## src/rtl/title_screen.sv

```systemverilog
// Title-screen pixel generator: static "DINO RUN" banner above a blinking
// "PRESS SPACE" prompt, rendered from an 8x8 font ROM with power-of-two scaling.
module title_screen #(
    parameter int TitleScale  = 4,
    parameter int PromptScale = 2,
    parameter int BlinkFrames = 30
) (
    input  logic       clk_i,
    input  logic       rst_i,
    input  logic [9:0] pixel_x_i,
    input  logic [9:0] pixel_y_i,
    output logic       pixel_o
);

    localparam int ScreenWidth = 640;

    localparam int TitleShift = $clog2(TitleScale);
    localparam int TitleW     = 8 * 8 * TitleScale;
    localparam int TitleH     = 8 * TitleScale;
    localparam int TitleX0    = (ScreenWidth - TitleW) / 2;
    localparam int TitleY0    = 160;

    localparam int PromptShift = $clog2(PromptScale);
    localparam int PromptW     = 11 * 8 * PromptScale;
    localparam int PromptH     = 8 * PromptScale;
    localparam int PromptX0    = (ScreenWidth - PromptW) / 2;
    localparam int PromptY0    = 288;

    localparam int CntW = $clog2(BlinkFrames);

    typedef enum logic [3:0] {
        GlyphSpace, GlyphD, GlyphI, GlyphN, GlyphO, GlyphR,
        GlyphU, GlyphP, GlyphE, GlyphS, GlyphA, GlyphC
    } glyph_e;

    // Glyphs packed row 7 down to row 0, so row r lives at bits [8r+7:8r].
    function automatic logic [7:0] glyphRow(input glyph_e glyph, input logic [2:0] row);
        logic [63:0] bits;
        bits = '0;
        case (glyph)
            GlyphD:  bits = {8'h00, 8'h1F, 8'h36, 8'h66, 8'h66, 8'h66, 8'h36, 8'h1F};
            GlyphI:  bits = {8'h00, 8'h1E, 8'h0C, 8'h0C, 8'h0C, 8'h0C, 8'h0C, 8'h1E};
            GlyphN:  bits = {8'h00, 8'h63, 8'h63, 8'h73, 8'h7B, 8'h6F, 8'h67, 8'h63};
            GlyphO:  bits = {8'h00, 8'h1C, 8'h36, 8'h63, 8'h63, 8'h63, 8'h36, 8'h1C};
            GlyphR:  bits = {8'h00, 8'h67, 8'h66, 8'h36, 8'h3E, 8'h66, 8'h66, 8'h3F};
            GlyphU:  bits = {8'h00, 8'h3F, 8'h33, 8'h33, 8'h33, 8'h33, 8'h33, 8'h33};
            GlyphP:  bits = {8'h00, 8'h0F, 8'h06, 8'h06, 8'h3E, 8'h66, 8'h66, 8'h3F};
            GlyphE:  bits = {8'h00, 8'h7F, 8'h46, 8'h16, 8'h1E, 8'h16, 8'h46, 8'h7F};
            GlyphS:  bits = {8'h00, 8'h1E, 8'h33, 8'h38, 8'h0E, 8'h07, 8'h33, 8'h1E};
            GlyphA:  bits = {8'h00, 8'h33, 8'h33, 8'h3F, 8'h33, 8'h33, 8'h1E, 8'h0C};
            GlyphC:  bits = {8'h00, 8'h3C, 8'h66, 8'h03, 8'h03, 8'h03, 8'h66, 8'h3C};
            default: bits = '0;
        endcase
        return bits[{row, 3'b000} +: 8];
    endfunction

    function automatic glyph_e titleChar(input logic [2:0] idx);
        glyph_e g;
        g = GlyphSpace;
        case (idx)
            3'd0:    g = GlyphD;
            3'd1:    g = GlyphI;
            3'd2:    g = GlyphN;
            3'd3:    g = GlyphO;
            3'd5:    g = GlyphR;
            3'd6:    g = GlyphU;
            3'd7:    g = GlyphN;
            default: g = GlyphSpace;
        endcase
        return g;
    endfunction

    function automatic glyph_e promptChar(input logic [3:0] idx);
        glyph_e g;
        g = GlyphSpace;
        case (idx)
            4'd0:    g = GlyphP;
            4'd1:    g = GlyphR;
            4'd2:    g = GlyphE;
            4'd3:    g = GlyphS;
            4'd4:    g = GlyphS;
            4'd6:    g = GlyphS;
            4'd7:    g = GlyphP;
            4'd8:    g = GlyphA;
            4'd9:    g = GlyphC;
            4'd10:   g = GlyphE;
            default: g = GlyphSpace;
        endcase
        return g;
    endfunction

    logic [9:0] w_titleDx, w_titleDy, w_promptDx, w_promptDy;
    logic       w_inTitle, w_inPrompt;
    logic [2:0] w_titleCol, w_titleRow, w_promptCol, w_promptRow;
    logic [7:0] w_titleRowBits, w_promptRowBits;
    logic       w_atOrigin, w_frameTick;

    logic            r_atOrigin;
    logic            r_blinkOn;
    logic [CntW-1:0] r_frameCnt;

    assign w_titleDx  = pixel_x_i - 10'(TitleX0);
    assign w_titleDy  = pixel_y_i - 10'(TitleY0);
    assign w_promptDx = pixel_x_i - 10'(PromptX0);
    assign w_promptDy = pixel_y_i - 10'(PromptY0);

    assign w_inTitle = (pixel_x_i >= 10'(TitleX0)) && (pixel_x_i < 10'(TitleX0 + TitleW)) &&
                       (pixel_y_i >= 10'(TitleY0)) && (pixel_y_i < 10'(TitleY0 + TitleH));
    assign w_inPrompt = (pixel_x_i >= 10'(PromptX0)) && (pixel_x_i < 10'(PromptX0 + PromptW)) &&
                        (pixel_y_i >= 10'(PromptY0)) && (pixel_y_i < 10'(PromptY0 + PromptH));

    // Scale factors are powers of two, so character/column/row split is pure shifting.
    assign w_titleCol  = 3'(w_titleDx >> TitleShift);
    assign w_titleRow  = 3'(w_titleDy >> TitleShift);
    assign w_promptCol = 3'(w_promptDx >> PromptShift);
    assign w_promptRow = 3'(w_promptDy >> PromptShift);

    assign w_titleRowBits  = glyphRow(titleChar(3'(w_titleDx >> (TitleShift + 3))), w_titleRow);
    assign w_promptRowBits = glyphRow(promptChar(4'(w_promptDx >> (PromptShift + 3))), w_promptRow);

    assign pixel_o = (w_inTitle && w_titleRowBits[w_titleCol]) ||
                     (w_inPrompt && w_promptRowBits[w_promptCol] && r_blinkOn);

    assign w_atOrigin  = (pixel_x_i == 10'd0) && (pixel_y_i == 10'd0);
    assign w_frameTick = w_atOrigin && !r_atOrigin;

    // One frame per rising edge of the origin; the prompt toggles every BlinkFrames frames.
    always_ff @(posedge clk_i) begin
        if (rst_i) begin
            r_atOrigin <= 1'b0;
            r_frameCnt <= '0;
            r_blinkOn  <= 1'b1;
        end else begin
            r_atOrigin <= w_atOrigin;
            if (w_frameTick) begin
                if (r_frameCnt == CntW'(BlinkFrames - 1)) begin
                    r_frameCnt <= '0;
                    r_blinkOn  <= ~r_blinkOn;
                end else begin
                    r_frameCnt <= r_frameCnt + CntW'(1);
                end
            end
        end
    end

endmodule

```

## config.mk

```make
export PLATFORM = sky130hd
export DESIGN_NAME = title_screen
export DESIGN_NICKNAME = d
export VERILOG_FILES = /design/src/rtl/title_screen.sv
export SDC_FILE = /design/constraint.sdc
export NUM_CORES = 1
export LEC_CHECK = 0
export BUFFER_PORTS_ARGS = -buffer_cell sky130_fd_sc_hd__buf_2
export CAP_MARGIN = 40
export CORE_ASPECT_RATIO = 1.1
export CORE_MARGIN = 3
export CORE_UTILIZATION = 50
export CTS_CLUSTER_SIZE = 16
export DETAILED_ROUTE_END_ITERATION = 16
export GPL_ROUTABILITY_DRIVEN = 0
export HOLD_SLACK_MARGIN = 0.03
export PLACE_DENSITY = 0.75
export SYNTH_ARGS = -nofsm -noshare
export SYNTH_HDL_FRONTEND = slang
export SYNTH_SLANG_ARGS = --single-unit
```

## constraint.sdc

```tcl
create_clock -name clk_i -period 4.9 [get_ports clk_i]
set_clock_uncertainty 0.05 [all_clocks]
set_input_delay 0.49 -clock clk_i [delete_from_list [all_inputs] [get_ports clk_i]]
set_output_delay 0.49 -clock clk_i [all_outputs]
set_load 0.005 [all_outputs]
```

Word-level counts from Yosys, hierarchy flattened
Memories as Yosys holds them, arrays and structs flattened.
Cells that the tools add are included.
Cells by class
  $add $sub $neg: 5
  order comparisons: 10
  equal/unequal tests: 7
  shifts and indexed selects: 2
  muxes and demuxes: 6
  bitwise logic cells: 1
  reduce and logical (&&, ||, !) cells: 18
Operators with widths (count)
  $shiftx 64x7->8: 2
  $ge 10x8->1 const B: 3
  $lt 10x9->1 const B: 3
  $logic_not 10->1: 2
  $pmux 3 s6: 1
  $sub 8x8->8 const B: 2
  $logic_and 1x1->1: 11
  $ge 10x9->1 const B: 1
  $lt 10x8->1 const B: 1
  $eq 3x3->1 const B: 3
  $lt 3x4->1 const B: 2
  $bmux 1 s3: 2
  $eq 3x2->1 const B: 2
  $add 5x1->5 const B: 1
  $eq 5x5->1 const B: 1
  $mux 5: 1
  $sub 5x1->5 const B: 1
  $sub 4x1->4 const B: 1
  $eq 3x1->1 const B: 1
  $logic_not 3->1: 1
  $mux 1: 2
  $reduce_and 2->1: 1
  $reduce_or 2->1: 1
  $logic_not 1->1: 1
  2 further kinds: 2
Storage, ports and cells
  register bits: 7
  memory bits (read-only): 1632
  input bits: 22
  output and inout bits: 1
  word-level logic and storage cells: 55
  memories: 3
Memories
  (name not given): words 16, width 49, rd ports 1, clocked after memory_dff 0, wr ports 0, RTL line 40  | case (glyph)
  (name not given): words 16, width 49, rd ports 1, clocked after memory_dff 0, wr ports 0, RTL line 40
  (name not given): words 16, width 4, rd ports 1, clocked after memory_dff 0, wr ports 0, RTL line 76  | case (idx)

Longest topological paths before layout
Gate-level depths: netlist of the first run.
An unclocked memory read counts as a cell.
  depth in word-level cells: 10
  gate-level depth with buffers: 19
  depth with buffers taken out: 16

Worst setup path before layout of the first run
OpenSTA, ideal clock, no wires.
  path kind: input to output
  start point: input pixel_x_i[4]
  end point: output pixel_o
  arrival time: 3.777 ns
  required time: 4.360 ns
  path slack: 0.583 ns
  stages: 19
  cell sequence: buf_6 inv_1 ha_1 buf_4 nor2b_1 nand2_1 xnor2_1 or3_1 o22ai_1 ha_1 clkbuf_1 inv_1 a21oi_1 a211o_1 o32a_1 a211oi_1 o32ai_1 a21oi_1 o21ai_1
Between the ends
  cells in the longest elaborated chain, start to end: 10
  elaborated cells between the ends (all ways): 34
  classes of those cells: 2 x add/sub; 4 x order compare; 6 x eq/ne; 2 x shift; 5 x mux; 12 x reduce/logical; 3 x memory
RTL lines
  from (decl): RTL line 10  | input logic [9:0] pixel_x_i,
  $sub 8x8->8: RTL line 102  | assign w_titleDx = pixel_x_i - 10'(TitleX0);
  $eq 3x3->1 / $eq 3x2->1 (equally long branches): RTL line 60  | case (idx)
  $reduce_or 2->1 (no source line)
  $pmux 3 s6: RTL line 60
  $mem_v2 16x49
  $shiftx 64x7->8: RTL line 54  | return bits[{row, 3'b000} +: 8];
  $bmux 1 s3: RTL line 121  | assign pixel_o = (w_inTitle && w_titleRowBits[w_titleCol]) ||
  $mux 1 (implied by the code): RTL line 121
  $logic_and 1x1->1: RTL line 121
  $logic_or 1x1->1 (*): RTL line 121
  to (decl): RTL line 12  | output logic pixel_o
Every way passes the cells marked *; elsewhere a longest branch is shown, timed or not. The select of a mux whose other input is x is not followed.

Final worst setup path of the first run
  start point: input pixel_x_i[3]
  end point: output pixel_o
Same word-level chain as after synthesis.

==> metrics.txt, run 1 <==
outcome=finished, final reports clean; Area Overhead vs Synth=2.46%; unrepaired setup endpoints after global routing=no; Syn Std Cell Area=0.00259 sq mm; post_cts resized=0; Setup CP Type=in -> out; Max rail drop VDD=0.115 mV; row count=26; fin nets=417; vias in the first global route=2802; period utilization=93.3%; crit path launch type=input pin; initial detailed-routing violation count=402; WL final=8.14 mm; core area=0.00481 sq mm; Ports=23; Die Area=0.00609 sq mm; Synth area leader=ha_1; Final Non-Filler Cells=435; dpl cells=431; syn_nets=421; crit path max-delay cell type=or3b_2; Hold Crit Start=rst_i; placed instance area=0.00261 sq mm; residual DRC count=0; ys async rst share=0%; r2r endpoint=r_frameCnt[1]; Die W=74.7 microns; Clk Latency, worst-skew pair=0.23 ns; global-route wire length before repair=13.4 mm; DR WL/cell=18.7 microns; most frequent cells in the layout=nand2_1, a21oi_1, nor2_1; Worst Max-Slew Pin Slew=0.848 ns; Clock Path Buffers=2; CP startpoint=pixel_x_i[3]; cells after synthesis=384; ranking of synthesized cells by area=ha_1, a21oi_1, dfxtp_1, o21ai_0, nand2_1; Crit path required time=4.36 ns; Avg Cell Area, Syn=6.76 sq um; Total GRT Usage=27.0%; setup repair bufs after CTS=0; Hold Path End=r_atOrigin; Final Cell Area=0.00266 sq mm; IO Port Bufs=22; clk root buf=clkbuf_8; Starting Density=53.9%; R2R Setup Slk=3.70 ns; Via Count=3068; share of cells above drive strength 1=15.0%; initial antenna violation count=0; ys flop type=dfxtp_1; unique cell type count in the Yosys netlist=83; gr ovfl total=0; Critical Path Sink Type=output port; Antenna Violating Nets Remaining=0; max-cap viol count=0; die height=81.6 microns; Final Hold Viols=0; ANT cells=0; Power Density=168 mW/mm^2; Pleak=1.01 nW; Worst R2R Path Depth=4; largest net degree at the start of global routing=36; number of synthesized flops with an enable pin=0; Worst path max stage delay=0.49 ns; HPWL Detailed=5.78 mm; CP Buf/Inv Count=4; hold-critical path depth=2; overall power=446 uW; CTS sink cnt=7; #FFs+latches synth=7; Max FO, Critical Path=15; hold crit path type=in -> reg; post-synthesis sequential area ratio=5.40%; max_slew headroom=43.3%; Highest Clock Rate=0.219 GHz; min Tclk post-route=4.57 ns; vias per std cell=7.05; Synth top area share=7.23%; most common cell after layout, fill and taps aside=nand2_1; CTS H-Tree Depth=1; TritonRoute pass-1 iters=6; max-slew violations=0; Arr. time, crit path=4.03 ns; CTS tree=yes; Hold Buf Count CTS=0; TritonCTS Buffers=3; TNS Setup=0 ns; Finish-stage setup viols=0; warnings from Yosys=0; largest delay contributor family on the critical path=compound AO/OA/AOI/OAI gates; CTS clk-pin slew, worst paths=0.04 ns; worst r2r src=r_frameCnt[2]; Critical Path, Cell by Cell=buf_2 > inv_1 > ha_1 > or3b_2 > o311a_1 > o21ai_0 > a21oi_2 > ha_1 > inv_1 > a21oi_1 > a211o_1 > o32a_1 > a211oi_1 > o32ai_1 > a21oi_1 > o21ai_1 > buf_2
## final cells by class
cell class	instances	area, sq um
Clock buffer	4	45.0
Fill cell	479	2160
Tap cell	56	70.1
Inverter	20	75.1
Timing Repair Buffer	30	170
Sequential cell	7	140
Multi-Input combinational cell	318	2160
## cell usage after synthesis, types with 7 or more instances
library cell,n
ha_1,15
a211oi_1,13
nand4_1,10
inv_1,18
dfxtp_1,7
nand3_1,10
nor3_1,7
clkbuf_1,18
a31oi_1,12
buf_2,9
buf_6,7
nor2_1,31
nand2b_1,9
nand2_1,34
a21oi_1,32
o21ai_0,26
## how the worst max path moves through the flow
| stage | end | cells after the start |
|---|---|---|
| 2_1_floorplan | pixel_o | 19 |
| 3_3_place_gp | pixel_o | 17 |
| 3_5_place_dp | pixel_o | 17 |
| 4_1_cts | pixel_o | 17 |
| 5_1_grt | pixel_o | 17 |
| 6_report | pixel_o | 17 |
## power breakdown
group	internal, mW	switching (mW)	total (mW)	leakage, nW
clock	0.0562	0.0242	0.0804	0.0228
sequential	0.0573	0.0000000266	0.0573	0.0564
combinational	0.110	0.198	0.309	0.934
total	0.224	0.223	0.446	1.01
## state kept, by name (all words and copies together) (netlist names)
name and count:
r_frameCnt 5, r_atOrigin 1, r_blinkOn 1
## through the flow
step	utilization [%]	hold slack [ns]	worst slack, ns
finish	55.2	0.390	0.327
global route	55.2	0.399	0.119
CTS	55.2	0.390	0.395
detailed placement	54.3	0.446	0.417
global placement	54.3	0.438	0.550
floorplan	-	0.413	0.583
## logic make-up (layout without fill, tap and decap cells)
family	after synthesis	after routing	share of synthesized area, %
buf+inv	59	54	11.4
mux	8	8	3.37
xor+xnor	11	11	4.00
flops	7	7	5.40
simple gates	131	131	26.0
fa+ha+maj	15	15	7.23
compound gates	153	153	42.6
## metal layers
metal  share of wire (%)  wire length, microns  vias up  global-route usage [%]
met3                  10                   812       38                    4.04
met1                  42                  3430     1379                    37.1
li1                    -                     -     1441                       -
met5                   0                     0        -                       0
met4                 3.1                   253        0                    9.43
met2                  45                  3640      210                    42.6
No activity file was read; power rests on OpenSTA's default activity.
==> run 2: changes to the inputs <==
--- a/config.mk
+++ b/config.mk
@@ -5,9 +5,10 @@
 export SDC_FILE = /design/constraint.sdc
 export NUM_CORES = 1
 export LEC_CHECK = 0
+export ABC_AREA = 1
 export BUFFER_PORTS_ARGS = -buffer_cell sky130_fd_sc_hd__buf_2
 export CAP_MARGIN = 40
-export CORE_ASPECT_RATIO = 1.1
+export CORE_ASPECT_RATIO = 0.8
 export CORE_MARGIN = 3
 export CORE_UTILIZATION = 50
 export CTS_CLUSTER_SIZE = 16
==> metrics.txt, run 2 <==
crit path launch type=input pin; most common cell after layout, fill and taps aside=nand2_1; gr ovfl total=0; Clk Latency, worst-skew pair=0.23 ns; Worst path max stage delay=0.44 ns; Critical Path Sink Type=output port; min Tclk post-route=4.07 ns; ANT cells=0; leading cell types by count after synthesis=nand2_1, nor2_1, inv_1, nand3_1, o21ai_0; die height=65.5 microns; ys flop type=dfxtp_1; r2r endpoint=r_frameCnt[4]; Hold Buf Count CTS=0; count leader, synth=nand2_1; Power Density=178 mW/mm^2; Synth area leader=nand2_1; syn_nets=454; met2 Use GR=36.0%; period utilization=83.1%; Clock Path Buffers=2; post-synthesis sequential area ratio=6.33%; crit path max-delay cell type=a21oi_1; Area Overhead vs Synth=6.50%; Worst Max-Slew Pin Slew=0.651 ns; CTS H-Tree Depth=1; Pleak=1.21 nW; fin nets=469; residual DRC count=0; max-slew violations=0; most frequent cells in the layout=nand2_1, nor2_1, inv_1; post_cts resized=0; final worst slack=0.827 ns; TritonCTS Buffers=3; Die W=80.4 microns; Arr. time, crit path=3.53 ns; vias per std cell=5.87; max_slew headroom=56.2%; setup repair bufs after CTS=0; unique cell type count in the Yosys netlist=40; warnings from Yosys=0; Synth top area share=22.6%; Die Area=0.00527 sq mm; ys async rst share=0%; Setup CP Type=in -> out; Via Count=2855; row count=20; CTS sink cnt=7; cells after synthesis=417; core area=0.00403 sq mm; TritonRoute pass-1 iters=6; R2R Setup Slk=3.60 ns; CP Buf/Inv Count=6; CTS clk-pin slew, worst paths=0.04 ns; hold-critical path depth=2; clk root buf=clkbuf_8; Crit path required time=4.36 ns; vias in the first global route=2397; Avg Cell Area, Syn=5.31 sq um; Finish-stage setup viols=0; Max FO, Critical Path=5; Ports=23; outcome=finished, final reports clean; IO Port Bufs=22; Starting Density=54.9%; max-cap viol count=0; global-route wire length before repair=11.2 mm; Highest Clock Rate=0.246 GHz; Total GRT Usage=26.3%; DR WL/cell=13.8 microns; Reg with most FFs=r_frameCnt; largest net degree at the start of global routing=21; number of synthesized flops with an enable pin=0; Worst R2R Path Depth=6; gr busiest metal=met1; Top cell by count, worst path=nand2_1; CTS tree=yes; Final Cell Area=0.00236 sq mm; WHS=0.413 ns; TNS Setup=0 ns; HPWL Detailed=5.32 mm; Max rail drop VDD=0.0746 mV; Syn Std Cell Area=0.00221 sq mm; Hold Path End=r_atOrigin; unrepaired setup endpoints after global routing=no; ranking of synthesized cells by area=nand2_1, nand3_1, ha_1, nor2_1, inv_1; placed instance area=0.00231 sq mm; share of cells above drive strength 1=11.4%; largest delay contributor family on the critical path=simple AND/OR/NAND/NOR gates; WL final=6.71 mm; met3 Resource Use GR=6.71%; max reg flops=5; initial antenna violation count=0; worst r2r src=r_atOrigin; biggest regs=r_frameCnt (5), r_atOrigin (1), r_blinkOn (1); Hold Crit Start=rst_i; GR Layer Usage met1=40.6%; initial detailed-routing violation count=521; Place WS=0.913 ns; overall power=419 uW; Antenna Violating Nets Remaining=0; hold crit path type=in -> reg; Final Hold Viols=0; #FFs+latches synth=7
==> run 2: worst max-delay path by stage <==
stage / from / endpoint / slack [ns] / cells after the start
floorplan: pixel_x_i[4] / pixel_o / 1.66 / 24
global placement: pixel_x_i[3] / pixel_o / 0.92 / 26
detailed placement: pixel_x_i[3] / pixel_o / 0.91 / 26
CTS: pixel_x_i[3] / pixel_o / 0.91 / 26
global route: pixel_x_i[3] / pixel_o / 0.54 / 27
finish: pixel_x_i[3] / pixel_o / 0.83 / 26
==> run 2: report_power, final <==
part	internal [mW]	switching [mW]	total, mW
Combinational	0.0852	0.196	0.281
Clock	0.0563	0.0247	0.0810
Sequential	0.0572	0.0000000470	0.0572
==> run 2: per-stage QoR <==
step	cells	utilization (%)
2_1_floorplan	417	-
3_3_place_gp	482	57.4
3_5_place_dp	482	57.4
4_1_cts	486	58.5
5_1_grt	486	58.5
6_report	486	58.5
==> run 2: cell type report <==
type                            instances  area (sq um)
Multi-Input combinational cell        347          1800
Timing Repair Buffer                   22           110
Fill cell                             423          1670
Tap cell                               55          68.8
Sequential cell                         7           140
Inverter                               51           194
Clock buffer                            4          45.0
==> run 2: logic make-up (layout without fill, tap and decap cells) <==
kind of cell,Yosys count,after routing,share of synthesized area (%)
and+or+nand+nor,262,262,53.6
AOI/OAI and AO/OA,67,67,18.0
buffers and inverters,63,77,12.4
adders and majority gates,15,15,8.48
DFF,7,7,6.33
xor gates and xnor gates,3,3,1.19
==> run 2: per-layer routing <==
layer	vias to the layer above	wire [microns]
met5	-	0
met4	0	77
met3	18	910
met2	198	2700
met1	1232	3020
li1	1407	-
==> run 3: changes to the inputs <==
==> constraint.sdc (replaced) <==
create_clock -name clk_i -period 4.1 [get_ports clk_i]
set_clock_uncertainty 0.05 [all_clocks]
set_input_delay 0.41 -clock clk_i [delete_from_list [all_inputs] [get_ports clk_i]]
set_output_delay 0.41 -clock clk_i [all_outputs]
set_load 0.005 [all_outputs]
==> metrics.txt, run 3 (synthesized netlist as in run 2, its figures left out) <==
met3 WL=967 microns; row count=20; crit path launch type=input pin; Top cell by count, worst path=nand2_1; TNS Setup=0 ns; Die W=80.4 microns; global-route wire length before repair=11.2 mm; period utilization=90.7%; CTS sink cnt=7; clk root buf=clkbuf_8; Finish-stage setup viols=0; biggest regs=r_frameCnt (5), r_atOrigin (1), r_blinkOn (1); CTS H-Tree Depth=1; r2r endpoint=r_frameCnt[4]; Arr. time, crit path=3.26 ns; routed wl met2=2.75 mm; die height=65.5 microns; max reg flops=5; Hold Crit Start=rst_i; Pleak=1.22 nW; residual DRC count=0; Ports=23; R2R Setup Slk=2.85 ns; Power Density=214 mW/mm^2; CTS tree=yes; Via Count=2893; met1 wire length=3.10 mm; WL final=6.91 mm; Hold Path End=r_atOrigin; Crit path required time=3.64 ns; share of cells above drive strength 1=12.0%; dpl cells=484; core area=0.00403 sq mm; Final Hold Viols=0; CTS clk-pin slew, worst paths=0.04 ns; most common cell after layout, fill and taps aside=nand2_1; TritonRoute pass-1 iters=6; Worst path max stage delay=0.27 ns; Reg with most FFs=r_frameCnt; largest net degree at the start of global routing=21; gr ovfl total=0; IO Port Bufs=22; Worst Max-Slew Pin Slew=0.592 ns; max_slew headroom=60.0%; Final Cell Area=0.00237 sq mm; max-cap viol count=0; overall power=509 uW; outcome=finished, final reports clean; initial detailed-routing violation count=558; Max FO, Critical Path=5; hold crit path type=in -> reg; Starting Density=54.9%; Setup CP Type=in -> out; DR WL/cell=14.2 microns; min Tclk post-route=3.72 ns; HPWL Detailed=5.45 mm; Clock Path Buffers=2; ANT cells=0; Total GRT Usage=26.6%; Worst R2R Path Depth=6; vias per std cell=5.93; TritonCTS Buffers=3; placed instance area=0.00233 sq mm; Hold Buf Count CTS=0; Critical Path Sink Type=output port; vias in the first global route=2367; Clk Latency, worst-skew pair=0.23 ns; fin nets=471; max-slew violations=0; hold-critical path depth=2; Die Area=0.00527 sq mm; Highest Clock Rate=0.269 GHz; Critical Path, Cell by Cell=buf_2 > inv_1 > ha_1 > inv_1 > nand2_1 > nand2_1 > o21ai_0 > nand2_1 > o21ai_0 > buf_4 > ha_1 > nand4_1 > nand2_1 > nand3_2 > nand3_1 > nand2_1 > a21oi_1 > nand2_1 > nand3_1 > nand2_1 > nand2_1 > nand2_1 > buf_2; crit path max-delay cell type=ha_1; Antenna Violating Nets Remaining=0; initial antenna violation count=0; Highest Signal Layer=met4; Final Non-Filler Cells=488; most frequent cells in the layout=nand2_1, nor2_1, inv_1; Max rail drop VDD=0.101 mV; unrepaired setup endpoints after global routing=no; worst r2r src=r_atOrigin; Area Overhead vs Synth=7.29%
[run 3: changes by cell type in the layout (fill, tap and decap cells not counted), sizes merged]
cell  change
buf       +2
[run 3: what timing repair did]
item / CTS / global route
buffers inserted: 0 / 0
setup endpoints to repair: 0 / 1
resized for setup: 0 / 1
[run 3: cell type report]
type | instances | area [sq um]
fillers | 440 | 1650
inverters | 51 | 194
well taps | 55 | 68.8
clock buffers | 4 | 45.0
flip-flops and latches | 7 | 140
repair buffers | 24 | 125
multi-input cells | 347 | 1800
[run 3: routing by layer]
metal | vias to the layer above | global-route usage [%]
met5 | - | 0
met3 | 16 | 7.81
met4 | 0 | 4.85
met2 | 199 | 35.3
met1 | 1271 | 41.4
li1 | 1407 | -
[run 3: stage by stage]
step	util [%]	hold WS [ns]	worst slack, ns
4_1_cts	58.9	0.331	0.395
5_1_grt	58.9	0.343	0.0515
6_report	58.9	0.334	0.380
3_3_place_gp	57.8	0.421	0.519
3_5_place_dp	57.8	0.416	0.422
2_1_floorplan	-	0.388	1.02
[run 3: where the power goes]
group          total [mW]  internal (mW)  leakage, nW  switching [mW]
combinational       0.344          0.106         1.14           0.238
sequential         0.0684         0.0684       0.0564    0.0000000567
clock              0.0968         0.0672       0.0228          0.0295
[run 3: worst max path at each step]
stage | startpoint | end | cells after the start | slack, ns
after global routing | pixel_x_i[3] | pixel_o | 27 | 0.05
after global placement | pixel_x_i[3] | pixel_o | 23 | 0.52
after floorplan | pixel_x_i[4] | pixel_o | 24 | 1.02
after CTS | pixel_x_i[3] | pixel_o | 25 | 0.40
final | pixel_x_i[4] | pixel_o | 23 | 0.38
after detailed placement | pixel_x_i[3] | pixel_o | 27 | 0.42
[run 3: worst max-delay path, delay by kind of cell]
family	cells	cell delay, ns
adder cells (fa/ha/maj)	2	0.46
AO/OA/AOI/OAI	3	0.50
buffers and inverters	5	0.65
AND/OR/NAND/NOR	13	1.25
